### config.mk
export PLATFORM = sky130hd
export DESIGN_NAME = serial_word_receiver
export DESIGN_NICKNAME = d
export VERILOG_FILES = /design/src/rtl/serial_word_receiver_pkg.sv /design/src/rtl/serial_word_out_stage.sv /design/src/rtl/serial_word_receiver.sv
export SDC_FILE = /design/constraint.sdc
export NUM_CORES = 1
export LEC_CHECK = 0
export CORE_AREA = 2 2 51 53
export DETAILED_ROUTE_END_ITERATION = 12
export DIE_AREA = 0 0 53 55
export PLACE_DENSITY_LB_ADDON = 0.05
export SYNTH_ARGS = -nofsm -noshare
export SYNTH_HDL_FRONTEND = slang
export SYNTH_SLANG_ARGS = --single-unit
### constraint.sdc
create_clock -name clk -period 1.8 [get_ports clk]
set_clock_uncertainty 0.2 [all_clocks]
set_input_delay 0.27 -clock clk [delete_from_list [all_inputs] [get_ports clk]]
set_output_delay 0.27 -clock clk [all_outputs]
set_load 0.05 [all_outputs]
### src/rtl/serial_word_receiver_pkg.sv
// ============================================================================
// Module : serial_word_receiver_pkg
// Brief  : Shared FSM state encoding and bit-counter sizing for the receiver.
// Rev    : 1.0  initial release
// ============================================================================
`default_nettype none

package serial_word_receiver_pkg;

    localparam int c_default_width = 8;

    typedef enum logic [1:0] {
        ST_IDLE   = 2'd0,
        ST_SHIFT  = 2'd1,
        ST_PARITY = 2'd2
    } state_t;

    // Bits needed to hold a count of 0..width inclusive.
    function automatic int bit_cnt_width(input int width);
        return $clog2(width + 1);
    endfunction

endpackage

`default_nettype wire

### src/rtl/serial_word_out_stage.sv
// ============================================================================
// Module : serial_word_out_stage
// Brief  : Output holding register with valid/ready handshake and sticky overrun.
// Rev    : 1.0  initial release
// ============================================================================
`default_nettype none

module serial_word_out_stage #(
    parameter int WIDTH = 8
) (
    input  logic             clk,
    input  logic             reset,
    input  logic             commit,
    input  logic [WIDTH-1:0] word,
    input  logic             parity_err,
    input  logic             o_ready,
    output logic [WIDTH-1:0] o,
    output logic             o_valid,
    output logic             overrun,
    output logic             perr
);

    logic w_accept;

    // A slot is free when empty or being drained on this same edge.
    assign w_accept = ~o_valid | o_ready;

    always_ff @(posedge clk) begin
        if (reset) begin
            o       <= '0;
            o_valid <= 1'b0;
            overrun <= 1'b0;
            perr    <= 1'b0;
        end else if (commit) begin
            if (w_accept) begin
                o       <= word;
                perr    <= parity_err;
                o_valid <= 1'b1;
            end else begin
                overrun <= 1'b1;
            end
        end else if (o_valid && o_ready) begin
            o_valid <= 1'b0;
        end
    end

endmodule

`default_nettype wire

### src/rtl/serial_word_receiver.sv
// ============================================================================
// Module : serial_word_receiver
// Brief  : Framed serial-to-parallel receiver, MSB/LSB-first, valid/ready out.
//          Optional even-parity bit enabled by SERIAL_WORD_RECEIVER_PARITY_EN.
// Rev    : 1.0  initial release
// ============================================================================
`default_nettype none

module serial_word_receiver
    import serial_word_receiver_pkg::*;
#(
    parameter int WIDTH = c_default_width
) (
    input  logic             clk,
    input  logic             reset,
    input  logic             start,
    input  logic             msb_first,
    input  logic             sin,
    input  logic             sin_valid,
    output logic [WIDTH-1:0] o,
    output logic             o_valid,
    input  logic             o_ready,
    output logic             busy,
    output logic             overrun,
    output logic             frame_err,
    output logic             perr
);

    localparam int c_cnt_w = bit_cnt_width(WIDTH);

    state_t             r_state, w_state_nxt;
    logic [WIDTH-1:0]   r_sreg, w_sreg_nxt, w_shifted, w_word;
    logic [c_cnt_w-1:0] r_cnt, w_cnt_nxt;
    logic               r_msb, w_msb_nxt;
    logic               r_frame_err, w_frame_err_nxt;
    logic               w_commit, w_perr;

    assign w_shifted = r_msb ? {r_sreg[WIDTH-2:0], sin} : {sin, r_sreg[WIDTH-1:1]};

    always_ff @(posedge clk) begin
        if (reset) begin
            r_state     <= ST_IDLE;
            r_sreg      <= '0;
            r_cnt       <= '0;
            r_msb       <= 1'b0;
            r_frame_err <= 1'b0;
        end else begin
            r_state     <= w_state_nxt;
            r_sreg      <= w_sreg_nxt;
            r_cnt       <= w_cnt_nxt;
            r_msb       <= w_msb_nxt;
            r_frame_err <= w_frame_err_nxt;
        end
    end

    always_comb begin
        w_state_nxt     = r_state;
        w_sreg_nxt      = r_sreg;
        w_cnt_nxt       = r_cnt;
        w_msb_nxt       = r_msb;
        w_frame_err_nxt = 1'b0;
        w_commit        = 1'b0;
        w_word          = w_shifted;
        w_perr          = 1'b0;

        // start always wins: a frame in flight is abandoned and restarted.
        if (start) begin
            w_state_nxt     = ST_SHIFT;
            w_sreg_nxt      = '0;
            w_cnt_nxt       = '0;
            w_msb_nxt       = msb_first;
            w_frame_err_nxt = (r_state != ST_IDLE);
        end else begin
            case (r_state)
                ST_SHIFT: begin
                    if (sin_valid) begin
                        w_sreg_nxt = w_shifted;
                        w_cnt_nxt  = r_cnt + c_cnt_w'(1);
                        if (r_cnt == c_cnt_w'(WIDTH - 1)) begin
`ifdef SERIAL_WORD_RECEIVER_PARITY_EN
                            w_state_nxt = ST_PARITY;
`else
                            w_state_nxt = ST_IDLE;
                            w_commit    = 1'b1;
`endif
                        end
                    end
                end
`ifdef SERIAL_WORD_RECEIVER_PARITY_EN
                ST_PARITY: begin
                    w_word = r_sreg;
                    if (sin_valid) begin
                        w_state_nxt = ST_IDLE;
                        w_commit    = 1'b1;
                        w_perr      = (^r_sreg) ^ sin;
                    end
                end
`endif
                ST_IDLE: ;
                default: w_state_nxt = ST_IDLE;
            endcase
        end
    end

    assign busy      = (r_state != ST_IDLE);
    assign frame_err = r_frame_err;

    serial_word_out_stage #(
        .WIDTH(WIDTH)
    ) u_out_stage (
        .clk       (clk),
        .reset     (reset),
        .commit    (w_commit),
        .word      (w_word),
        .parity_err(w_perr),
        .o_ready   (o_ready),
        .o         (o),
        .o_valid   (o_valid),
        .overrun   (overrun),
        .perr      (perr)
    );

endmodule

`default_nettype wire

==> results of run 1 <==
[worst min-delay path by stage]
stage | startpoint | endpoint | depth (start not counted)
3_3_place_gp | u_out_stage.overrun | u_out_stage.overrun | 2
5_1_grt | r_sreg[2] | r_sreg[2] | 2
2_1_floorplan | reset | u_out_stage.o[0] | 1
4_1_cts | r_cnt[1] | r_cnt[1] | 2
6_report | u_out_stage.overrun | u_out_stage.overrun | 2
3_5_place_dp | u_out_stage.overrun | u_out_stage.overrun | 2
[per-stage QoR]
step | instances | utilization [%]
6_report | 160 | 55.34
5_1_grt | 160 | 55.34
4_1_cts | 160 | 55.34
3_5_place_dp | 156 | 54.07
3_3_place_gp | 156 | 54.07
2_1_floorplan | 115 | -
[power by group]
group / internal, W / total, W / switching [W]
Combinational: 0.0000424 / 0.0000944 / 0.0000519
Clock: 0.0000849 / 0.000253 / 0.000168
Sequential: 0.000563 / 0.000575 / 0.0000123
[registers in the layout (all words and copies together), names as in the netlist]
signal	flops
r_state	1
r_sreg	8
u_out_stage.o_valid	1
frame_err	1
u_out_stage.overrun	1
r_msb	1
r_cnt	4
u_out_stage.o	8
[layer usage]
metal	GRT usage [%]	part of all wire, %
met5	0	0
met4	2.564	0.70
met3	4.839	4.4
met2	24.38	40
met1	25.12	55
[layout by cell type (no fill, tap or decap), drive strengths merged]
| cell | count |
|---|---|
| nor3b | 8 |
| buf | 17 |
| clkdlybuf4s50 | 6 |
| nor2b | 1 |
| or2 | 1 |
| ha | 1 |
| a21oi | 3 |
| xor2 | 1 |
| a31oi | 9 |
| dfxtp | 25 |
| xnor2 | 1 |
| nand3 | 2 |
| and2 | 1 |
| clkbuf | 3 |
| clkinvlp | 1 |
| nand2 | 4 |
| o21ai | 1 |
| a211oi | 9 |
| or3 | 1 |
| nand4 | 8 |
| nor2 | 15 |
| mux2i | 9 |
| nand2b | 1 |
| and4bb | 1 |
| conb | 1 |
[critical path, delay by kind of cell, from the launching register on]
kind / cells / cell delay (ps)
compound gates: 1 / 90
fa+ha+maj: 1 / 200
buf+inv: 1 / 160
flops: 1 / 410
simple gates: 2 / 440
[cell type report]
| class | count | area, sq um |
|---|---|---|
| fillers | 222 | 1056 |
| multi-input cells | 78 | 503.0 |
| flip-flops and latches | 25 | 500.5 |
| repair buffers | 23 | 237.7 |
| well taps | 30 | 37.54 |
| clock buffers | 3 | 22.52 |
| clock inverters | 1 | 7.507 |
[cell families after synthesis]
group	count (synthesis)	share of synthesized area [%]
flip-flops	25	45.20
adder cells (fa/ha/maj)	1	1.130
AND/OR/NAND/NOR	43	21.24
multiplexers	9	8.136
XOR/XNOR	2	1.582
AO/OA/AOI/OAI	22	12.99
other	1	0.3387
buffers and inverters	12	9.377
==> flow_summary.ini, run 1 <==
[sta]
slew_viol_final = 0
post-route-min-period_ps = 1567
fin_hold_ws_ps = 297.8
tns_ps = 0
final_hold_viol_count = 0
setup_viol = 0
setup_slack_ps = 233.0
grt_setup_unrepaired = false
fin_crit_sh_pct = 87.06
max_freq_mhz = 638.2

[global_route]
grt_usage_pct = 16.85
grt_pass1_wl_mm = 3.622
antenna_found_initial = 0
grt_pass1_vias = 756
gr-total-overflow = 0
grt_max_degree = 38

[power_and_ir_drop]
power_w = 0.0009224
power_density_nw_per_um2 = 704.8
p_leak_nw = 0.4533
peakVddDrop_mv = 0.6532

[synthesis]
synth_most_common_cell = dfxtp_1
avgSynthCellArea_sq_um = 9.629
synth_common_cells = dfxtp_1 (25), nor2_1 (15), a211oi_1 (9), a31oi_1 (9), mux2i_1 (9)
yosysUniqueCellTypes = 27
synth_nets = 123
ys.flop_type = dfxtp_1
syn_inst = 115
netlist_area_sq_um = 1107
synthTopCellsByArea = dfxtp_1 (45%), mux2i_1 (8.1%), a211oi_1 (6.1%), nor3b_1 (5.4%), a31oi_1 (5.1%)
synth-seq-cells = 25
async_reset_ff_share_pct = 0
synth-edff-count = 0
ys_seq_area_share_pct = 45.20
synth_warnings = 0
synth_top_area_share_pct = 45.20
synth_area_leader_cell = dfxtp_1

[drt]
drcViolationCount = 0
vias = 835
final_antenna_net_count = 0
vias_per_cell = 5.219
wire_per_inst_um = 13.37
dr.first_iter.drc_count = 14
routed_wl_mm = 2.139
dr.pass1.iters = 4

[place]
placed_area_sq_um = 1279
io_buffers = 18
hpwl_mm = 1.462
gp_congestion = 0.7089
place_ws_ps = 20.93

[floorplan]
die_x_um = 53
die_area_sq_um = 2915
initial_core_util_pct = 46.83
ioPinCount = 20
fp.dieH_um = 55
rows = 18
core_area_sq_um = 2365

[critical_path]
reg2reg_to = u_out_stage.o[1]
worst_ep_required_time_ps = 1850
reg2reg_setup_slack_ps = 230
critPathArrivalTime_ps = 1620
crit_type = reg2reg
path_max_fanout = 19
worstSetupEndpointType = register
ff2ff_path_depth = 5
reg2reg_from = r_cnt[0]
cp-startpoint = r_cnt[0]
cp_slowest_cell = dfxtp_1
crit_end = u_out_stage.o[1]
slowest_delay_ps = 410
crit_path_start_kind = register
cp_cell_sequence = ha_1 -> and4bb_1 -> buf_12 -> a31oi_1 -> nor3b_1

[cts]
root_buffer = clkbuf_4
clk_pin_slew_ps = 140
cts_buffers = 3
postCtsSetupRepairBufs = 0
post_cts_resized = 0
hold_buffers = 0
insertion_delay_ps = 320
cts_tree = done
htreeDepth = 1
clock-sinks = 25
clockBufferDepth = 2

[final_layout]
syn2layout_area_growth_pct = 18.19
postLayoutCellArea_sq_um = 1309
drive_gt1_share_pct = 16.92
finalNetCount = 139
diodes = 0

[hold_path]
hp-class = reg2reg

[run]
maxCapViolations = 0

[run_status]
status = complete, no violations
No activity file was read; power rests on OpenSTA's default activity.
==> inputs of run 2 (changes only) <==
Settings changed: CAP_MARGIN from default to 20, SKIP_LAST_GASP from default to 1.
==> results of run 2 <==
Final layout, timing and power as in run 1 (identical DEF).
==> inputs of run 3 (changes only) <==
Settings changed: CELL_PAD_IN_SITES_DETAIL_PLACEMENT from default to 1, CELL_PAD_IN_SITES_GLOBAL_PLACEMENT from default to 2, CORE_AREA 2 2 51 53 to 2 2 63 65, DIE_AREA 0 0 53 55 to 0 0 65 67.
==> run 3 against run 2 <==
Against the previous run:
- critical endpoint is now u_out_stage.o[5]
- clock-buffer cell count increased by 1
- worst hold slack got worse by 15 ps
- combinational power up 11%
- critical path type unchanged
- core utilization down 18 points
- non-clock buffer count grew 2
- via count is 7.5% higher
- register-to-register slack barely moved
==> flow_summary.ini, run 3 (same netlist as run 1, synthesis figures left out) <==
[sta]
setup_slack_ps = 228.5
tns_ps = 0
final_hold_viol_count = 0
post-route-min-period_ps = 1572
grt_setup_unrepaired = false
fin_crit_sh_pct = 87.31
setup_viol = 0
slew_viol_final = 0
fin_hold_ws_ps = 282.6
max_freq_mhz = 636.3

[global_route]
antenna_found_initial = 0
grt_pass1_wl_mm = 4.140
grt_usage_pct = 12.77
grt_max_degree = 38
grt_pass1_vias = 905
grtUsageMet2_pct = 23.45
gr-total-overflow = 0
use_met1_pct = 14.52
grt_busiest_layer = met2
use_met3_pct = 2.027

[final_layout]
top_regs = r_sreg: 8 flops, u_out_stage.o: 8 flops, r_cnt: 4 flops
syn2layout_area_growth_pct = 22.94
final_cells = 180
diodes = 0
final_common_cell = dfxtp_1
final_cell_mix = dfxtp_1 (25), nor2_1 (15), buf_4 (15)
finalNetCount = 141
drive_gt1_share_pct = 17.42

[critical_path]
cp-startpoint = r_cnt[0]
crit_type = reg2reg
reg2reg_to = u_out_stage.o[5]
worstSetupEndpointType = register
worst_ep_required_time_ps = 1780
crit_path_start_kind = register
path_max_fanout = 19
reg2reg_setup_slack_ps = 230
ff2ff_path_depth = 5
critPathArrivalTime_ps = 1560
reg2reg_from = r_cnt[0]
crit_end = u_out_stage.o[5]

[cts]
postCtsSetupRepairBufs = 0
post_cts_resized = 0
clk_pin_slew_ps = 90
clock-sinks = 25
htreeDepth = 1
hold_buffers = 0
insertion_delay_ps = 260
clockBufferDepth = 2
cts_tree = done
root_buffer = clkbuf_8
cts_buffers = 3

[floorplan]
rows = 22
fp.dieH_um = 67
core_area_sq_um = 3606
die_area_sq_um = 4355
die_x_um = 65
initial_core_util_pct = 30.71
ioPinCount = 20

[drt]
final_antenna_net_count = 0
vias_per_cell = 4.989
wire_per_inst_um = 14.36
drcViolationCount = 0
dr.first_iter.drc_count = 26
vias = 898
dr.pass1.iters = 3
routed_wl_mm = 2.585

[place]
place_ws_ps = 30.25
hpwl_mm = 1.823
io_buffers = 18
gp_congestion = 0.6826
dp_cells = 176

[power_and_ir_drop]
peakVddDrop_mv = 0.2324
power_density_nw_per_um2 = 738.0
p_leak_nw = 0.4722

[hold_path]
hp-class = reg2reg

[run_status]
status = complete, no violations

[run]
maxCapViolations = 0
==> run 3: changes by cell type in the layout (fill, tap and decap cells not counted), sizes merged <==
cell      delta
buf          +2
clkbuf       +1
clkinvlp     -1
==> run 3: power by group <==
group          total (W)  leakage, nW  internal (W)  switching [W]
clock           0.000330       0.0228      0.000158       0.000172
combinational   0.000105        0.247     0.0000451      0.0000595
sequential      0.000570        0.202      0.000562     0.00000785
total            0.00100        0.472      0.000765       0.000239
==> run 3: worst min-delay path by stage <==
stage / endpoint / from / slack (ps) / cells after the start
floorplan: u_out_stage.o[0] / reset / 150 / 1
finish: r_cnt[1] / r_cnt[1] / 280 / 2
CTS: r_cnt[1] / r_cnt[1] / 290 / 2
detailed placement: r_cnt[1] / r_cnt[1] / 280 / 2
global placement: r_cnt[1] / r_cnt[1] / 260 / 2
global route: r_cnt[1] / r_cnt[1] / 310 / 2
==> run 3: worst max-delay path: stages, from the launching register on <==
cell and delay [ps]:
dfxtp_1 380, ha_1 190, and4bb_1 280, buf_12 160
a31oi_1 80, nor3b_1 200
==> run 3: per-layer routing <==
metal / wire length [um] / vias up
li1: - / 449
met1: 1105 / 432
met2: 1380 / 13
met3: 75 / 4
met4: 24 / 0
met5: 0 / -
==> run 3: area by class of cell <==
| cell class | count | area [sq um] |
|---|---|---|
| clock buffers | 4 | 45.04 |
| fillers | 422 | 2245 |
| multi-input cells | 78 | 503.0 |
| flip-flops and latches | 25 | 500.5 |
| well taps | 48 | 60.06 |
| repair buffers | 25 | 252.7 |
==> run 3: through the flow <==
stage	power [W]	utilization [%]	instance area (sq um)
2_1_floorplan	0.0006476	-	1107
3_3_place_gp	0.0006864	36.50	1316
3_5_place_dp	0.0006892	36.50	1316
4_1_cts	0.001029	37.75	1361
5_1_grt	0.001053	37.75	1361
6_report	0.001005	37.75	1361
